$ cat config.mk
export PLATFORM = sky130hd
export DESIGN_NAME = sram_controller
export DESIGN_NICKNAME = d
export VERILOG_FILES = /design/src/rtl/sram_controller.sv
export SDC_FILE = /design/constraint.sdc
export NUM_CORES = 1
export LEC_CHECK = 0
export CAP_MARGIN = 0
export CORE_ASPECT_RATIO = 0.9
export CORE_MARGIN = 1
export CORE_UTILIZATION = 35
export CTS_CLUSTER_DIAMETER = 30
export DETAILED_ROUTE_END_ITERATION = 10
export PLACE_DENSITY = 0.76
export SYNTH_ARGS = -nofsm -noshare
export SYNTH_HDL_FRONTEND = slang
export SYNTH_SLANG_ARGS = --single-unit
$ cat constraint.sdc
create_clock -name clk -period 2.25 [get_ports clk]
set_input_delay 0.5625 -clock clk [delete_from_list [all_inputs] [get_ports clk]]
set_output_delay 0.5625 -clock clk [all_outputs]
set_load 0.02 [all_outputs]
$ cat src/rtl/sram_controller.sv
// sram_controller: bridges a 32-bit pipeline load/store port onto a 16-bit
// asynchronous SRAM. Each 32-bit access is split into a LOW halfword phase
// followed by a HIGH halfword phase, and each phase is held for ACCESS_CYCLES
// clocks. The pipeline is frozen (ready=0) from the moment a request is seen
// in IDLE until the single DONE cycle.
//
// Handshake: the pipeline raises wr_en or rd_en and holds it, together with
// address/write_data, until it samples ready=1. ready=1 in IDLE means no
// request is pending. ready=1 in DONE means the access has completed, and a
// load result is valid on read_data in that same cycle. Operands are latched
// on entry to LOW, so input changes during the access have no effect.
module sram_controller #(
    parameter logic [31:0] BASE_ADDR     = 32'd1024,
    parameter int unsigned ACCESS_CYCLES = 2
) (
    input  logic        clk,
    input  logic        rst,
    input  logic        wr_en,
    input  logic        rd_en,
    input  logic [31:0] address,
    input  logic [31:0] write_data,
    output logic [31:0] read_data,
    output logic        ready,
    output logic [17:0] sram_addr,
    input  logic [15:0] sram_dq_in,
    output logic [15:0] sram_dq_out,
    output logic        sram_dq_oe,
    output logic        sram_we_n,
    output logic        sram_ce_n,
    output logic        sram_oe_n,
    output logic        sram_ub_n,
    output logic        sram_lb_n,
    output logic [1:0]  dbg_state
);

    typedef enum logic [1:0] {
        IDLE = 2'd0,
        LOW  = 2'd1,
        HIGH = 2'd2,
        DONE = 2'd3
    } state_t;

    // The counter only needs to reach ACCESS_CYCLES-1.
    localparam int CW = (ACCESS_CYCLES > 1) ? $clog2(ACCESS_CYCLES) : 1;
    localparam logic [CW-1:0] CNT_LAST = CW'(ACCESS_CYCLES - 1);

    state_t        state_q, state_d;
    logic [CW-1:0] cnt_q, cnt_d;
    logic          op_wr_q, op_wr_d;
    logic [16:0]   word_q, word_d;
    logic [31:0]   data_q, data_d;
    logic [31:0]   read_data_q, read_data_d;

    logic          req;
    logic          cnt_last;
    logic [31:0]   addr_off;

    assign req      = wr_en | rd_en;
    assign cnt_last = (cnt_q == CNT_LAST);
    // Byte offset from the SRAM window base; bits [18:2] form the word
    // address, so anything above wraps modulo 2^17 words.
    assign addr_off = address - BASE_ADDR;

    // State and datapath registers with synchronous reset.
    always_ff @(posedge clk) begin
        if (rst) begin
            state_q     <= IDLE;
            cnt_q       <= '0;
            op_wr_q     <= 1'b0;
            word_q      <= '0;
            data_q      <= '0;
            read_data_q <= '0;
        end else begin
            state_q     <= state_d;
            cnt_q       <= cnt_d;
            op_wr_q     <= op_wr_d;
            word_q      <= word_d;
            data_q      <= data_d;
            read_data_q <= read_data_d;
        end
    end

    // Next-state logic: phase sequencing, operand latch and read capture.
    always_comb begin
        state_d     = state_q;
        cnt_d       = cnt_q;
        op_wr_d     = op_wr_q;
        word_d      = word_q;
        data_d      = data_q;
        read_data_d = read_data_q;
        case (state_q)
            IDLE: begin
                if (req) begin
                    state_d = LOW;
                    cnt_d   = '0;
                    op_wr_d = wr_en;
                    word_d  = addr_off[18:2];
                    data_d  = write_data;
                end
            end
            LOW: begin
                if (cnt_last) begin
                    state_d = HIGH;
                    cnt_d   = '0;
                    if (!op_wr_q) begin
                        read_data_d[15:0] = sram_dq_in;
                    end
                end else begin
                    cnt_d = cnt_q + CW'(1);
                end
            end
            HIGH: begin
                if (cnt_last) begin
                    state_d = DONE;
                    cnt_d   = '0;
                    if (!op_wr_q) begin
                        read_data_d[31:16] = sram_dq_in;
                    end
                end else begin
                    cnt_d = cnt_q + CW'(1);
                end
            end
            DONE: begin
                state_d = IDLE;
                cnt_d   = '0;
            end
            default: begin
                state_d = IDLE;
                cnt_d   = '0;
            end
        endcase
    end

    // Output decode: SRAM bus drive per phase and the pipeline ready flag.
    always_comb begin
        sram_addr   = '0;
        sram_dq_out = '0;
        sram_dq_oe  = 1'b0;
        sram_we_n   = 1'b1;
        ready       = 1'b0;
        case (state_q)
            IDLE: begin
                ready = ~req;
            end
            LOW: begin
                sram_addr = {word_q, 1'b0};
                if (op_wr_q) begin
                    sram_we_n   = 1'b0;
                    sram_dq_oe  = 1'b1;
                    sram_dq_out = data_q[15:0];
                end
            end
            HIGH: begin
                sram_addr = {word_q, 1'b1};
                if (op_wr_q) begin
                    sram_we_n   = 1'b0;
                    sram_dq_oe  = 1'b1;
                    sram_dq_out = data_q[31:16];
                end
            end
            DONE: begin
                ready = 1'b1;
            end
            default: begin
                ready = 1'b0;
            end
        endcase
    end

    assign read_data = read_data_q;
    assign dbg_state = state_q;

    // Chip, output and byte enables are permanently asserted.
    assign sram_ce_n = 1'b0;
    assign sram_oe_n = 1'b0;
    assign sram_ub_n = 1'b0;
    assign sram_lb_n = 1'b0;

endmodule

Word level (Yosys, flattened, before mapping)

Cells that the tools add are included.

Bits in registers: 85
Input port bits: 84
Output and inout bits: 75
Logic and storage cells: 40

Add/subtract/negate cells: 2
Eq/ne operators: 6
Multiplexer cells: 16
Bitwise gates (word level): 3
Reduce and logical (&&, ||, !) cells: 6

Operator list:

| cell                                                                  | count |
|---|---|
| 18-bit one-hot mux with 2 select lines                                | 1 |
| 16-bit two-way mux                                                    | 2 |
| 16-bit one-hot mux with 2 select lines                                | 1 |
| 19-bit by 11-bit subtractor with 19-bit output, second input constant | 1 |
| 3-bit AND reduction                                                   | 3 |
| 2-bit one-hot mux with 4 select lines                                 | 1 |
| 1-bit two-way mux                                                     | 6 |
| 2-bit two-way mux                                                     | 3 |
| 2-bit inequality test, second input constant                          | 3 |
| 2-bit == test, second input constant                                  | 2 |
| 1-bit one-hot mux with 3 select lines                                 | 1 |
| 2-bit by 1-bit == test with 1-bit output, second input constant       | 1 |
| 2-bit zero test                                                       | 1 |
| 1-bit NOT                                                             | 2 |
| 1-bit one-hot mux with 2 select lines                                 | 1 |
| 2-bit AND reduction                                                   | 1 |
| 2-bit OR reduction                                                    | 1 |
| 1-bit adder, second input constant                                    | 1 |
| 1-bit bitwise OR                                                      | 1 |

Depth between registers and ports, before layout

Word-level depth: 3
Mapped depth: 7

Least setup slack after synthesis

Ideal clock, no wire load.

Path type: reg2out
Start point: register state_q[1] (netlist: dbg_state[1])
End point: output port sram_dq_out[0]
Arrival: 1.884 ns
Required time: 1.688 ns
Setup slack: -0.196 ns
Cell stages (with the launch flop): 6
Buffers on the path: 2
Path through: dfxtp_1 -> ha_1 -> clkbuf_1 -> clkbuf_1 -> a22oi_1 -> nor2_1

Word-level cells in the longest chain between the ends: 2
Elaborated cells between the ends (all ways): 3

RTL lines:

| what                                                                             | RTL line | source |
|---|---|---|
| start: declaration                                                               | 47       | `state_t state_q, state_d;` |
| start signal: assignment                                                         | 74       | `state_q <= state_d;` |
| 2-bit == test / 2-bit by 1-bit == test with 1-bit output (equally long branches) | 141      | `case (state_q)` |
| 16-bit one-hot mux with 2 select lines *                                         | 141      |  |
| end: declaration                                                                 | 26       | `output logic [15:0] sram_dq_out,` |

Every way passes the cells marked *; elsewhere a longest branch is shown, timed or not.

Worst setup path in the final report

Start point: register state_q[0] (netlist: dbg_state[0])
End point: output port sram_addr[6]

Word-level cells in the longest chain between the ends: 2
Elaborated cells between the ends (all ways): 3

RTL lines:

| what                                                                             | RTL line | source |
|---|---|---|
| 2-bit == test / 2-bit by 1-bit == test with 1-bit output (equally long branches) | 141      |  |
| 18-bit one-hot mux with 2 select lines *                                         | 141      |  |
| end: declaration                                                                 | 24       | `output logic [17:0] sram_addr,` |

Marks and branches as above.

==> reports/results.tsv <==
metric	value	unit
core area	9742	sq um
worst r2r path cells	6	
clk slew on worst S/H paths	80	ps
top post-synthesis cells by area	dfxtp_1 48%, nand2_1 16%, a21oi_1 11%	
total CTS buffers	9	
number of DRC markers in iteration 0	152	
Vias	3575	
Final period util	98.39	%
fraction of layout cells with a size suffix above 1	17.63	%
largest net degree at the start of global routing	36	
Slew Limit Fails	0	
Routability Congestion	0.7961	
Yosys warnings	0	
CTS tree	built	
root buffer cell	clkbuf_8	
clk buf depth	2	
hold crit path type	reg -> reg	
CP Cell Sequence	buf_4 > ha_4 > o21a_1 > buf_6 > and2_1 > buf_6	
CTS sink cnt	85	
Die Wd	107.8	um
Residual DRC	0	
status	finished clean	
Stages on worst setup path	6	
DR WL/cell	13.34	um
Seq pwr share	39.2	%
GR Overflow Total	0	
1st-pass router iterations	5	
Relative slew margins	55.26	%
first-pass GRT wire length	15970	um
initial core utilization	36.17	%
antenna-violating nets left	0	
# H-tree levels	3	
synthesized flop and latch total	85	
Critical Path Start Type	register	
flop2flop setup slack	560	ps
critical path endpoint category	output pin	
worst path arrival time	1650	ps
slowest CP cell	dfxtp_2	
worst-path fanout max	8	
CP dominant cell by count	buf_6	
RSZ-0062 raised after global routing	yes	
vias per inst	4.877	
CP peak stage delay	340	ps
Setup Buffers After CTS	0	
Yosys top cell area share	48.30	%
worst vdd ir	0.0004067	V
final hold viol count	0	
delay-heaviest family, CP	buffers and inverters	
Worst Path Required	1690	ps
Clk Latency, worst-skew pair	350	ps
Mean Syn Cell Area	7.676	sq um
commonest non-fill, non-tap cell in the layout	nand2_1	
WP buf/inv	3	
sw power	0.001726	W
Tot GR Track Use	19.21	%
Mapped Cells	459	
clock power share	23.9	%
total power draw	0.004981	W
initial antenna violation count	0	
setup TNS	0	ps
WL final	9778	um
Net count, final	692	
port buffer count	139	
commonest cells after routing, fill and taps aside	148 x nand2_1, 101 x clkdlybuf4s50_1, 83 x dfxtp_1	
hold path depth	2	
Net Sw Frac	34.66	%
Setup Skew	8.228	ps
Die ar.	10470	sq um
Final setup viols	0	
FMAX	0.4517	GHz
Cell Int Power	0.003254	W
hold_buf cts	0	
worst slew pin tran	669.7	ps
post-synthesis to final-layout area growth	54.26	%
Ports	159	
combinational share of power	36.9	%
synthesized area	3523	sq um
Seq/Total Area, Yosys	48.30	%
P_leak	2.067	nW
Cell Rows	34	
ANT cells	0	
HPWL Detailed	6954	um
Max Cap Violations	0	
minimum clock period	2214	ps
vias in the first global route	3448	
largest area contributor in the netlist	dfxtp_1	
CP Class	reg -> out	
number of distinct library cells after synthesis	32	
PwrDens	916.4	nW/um^2
Die Y-Extent	97.19	um
[cell type report]
cell class	instances	area [sq um]
Sequential cell	85	1704
Tap cell	126	157.7
Multi-Input combinational cell	336	1753
Timing Repair Buffer	165	1579
Clock buffer	9	123.9
Fill cell	896	4307
Clock inverter	7	98.84
Inverter	5	18.77
[synthesized netlist by cell type]
cell type and n:
nand2_1 148, dfxtp_1 85, a21oi_1 76, nor2_1 28, clkbuf_1 26, and2_1 17
a22oi_1 16, a211oi_1 7, ha_1 6, nor4_1 6, inv_1 5, buf_4 4
and4_1 3, buf_1 3, buf_2 3, nand3b_1 3, a311oi_1 2, and3b_1 2
nor3_1 2, nor3b_1 2, o21a_1 2, o21ai_0 2, xnor2_1 2, conb_1 1
nand3_1 1, o21ai_1 1, o21ba_2 1, o21bai_1 1, o31ai_1 1, or3_1 1
or3b_2 1, or4_4 1
[state kept, by name, indices dropped and copies added (netlist names)]
| name | cells |
|---|---|
| read_data | 32 |
| cnt_last | 1 |
| op_wr_q | 1 |
| word_q | 17 |
| dbg_state | 2 |
| data_q | 32 |
[power by group through the flow]
| stage | clock network [W] | logic (W) | registers, W |
|---|---|---|---|
| after global placement | 0 | 0.00173 | 0.00197 |
| final | 0.00119 | 0.00184 | 0.00195 |
| after floorplan | 0 | 0.000959 | 0.00200 |
| after global routing | 0.00130 | 0.00202 | 0.00199 |
| after detailed placement | 0 | 0.00177 | 0.00198 |
| after CTS | 0.00123 | 0.00177 | 0.00195 |
[path summary, 6_finish.rpt]
path / start / to
max reg2reg: dbg_state[1] / read_data[24]
min reg2reg: word_q[2] / word_q[2]
min: word_q[2] / word_q[2]
max: dbg_state[0] / sram_addr[6]
[per-stage QoR]
stage	area, sq um	cells	utilization (%)	hold slack (ps)	worst slack, ps
after global routing	5435	733	55.79	476.9	-27.63
after detailed placement	5223	717	53.61	442.2	-355.4
after floorplan	3567	462	-	431.7	27.85
after global placement	5223	717	53.61	437.2	-388.6
final	5435	733	55.79	454.4	36.27
after CTS	5311	733	54.52	453.9	-11.84
[worst register-to-register path: stages (launching register included)]
cell and delay, ps:
dfxtp_2 340, buf_4 130, ha_4 150, buf_12 160
and3b_1 560, nand2_1 130, a21oi_1 150
[routing by layer]
layer  global-route usage (%)  share of wire [%]
met2                    34.12                 50
met5                        0                  0
met3                    3.488                5.4
met1                    22.85                 43
met4                    6.849                1.5
[cells by family after synthesis]
| family | after synthesis | synth area share [%] |
|---|---|---|
| simple gates | 215 | 26.31 |
| compound gates | 109 | 17.76 |
| flops | 85 | 48.30 |
| buf+inv | 41 | 4.900 |
| fa+ha+maj | 6 | 2.131 |
| xor+xnor | 2 | 0.4972 |
| other cells | 1 | 0.1064 |
[what timing repair did]
item                                   in CTS  in global routing
setup endpoints to repair                  37                 36
endpoints found under the hold margin       0                  0
pin swaps                                   0                  2
gates resized for setup                   148                 47
cloned                                      0                  0
(Power assumes the default switching activity.)
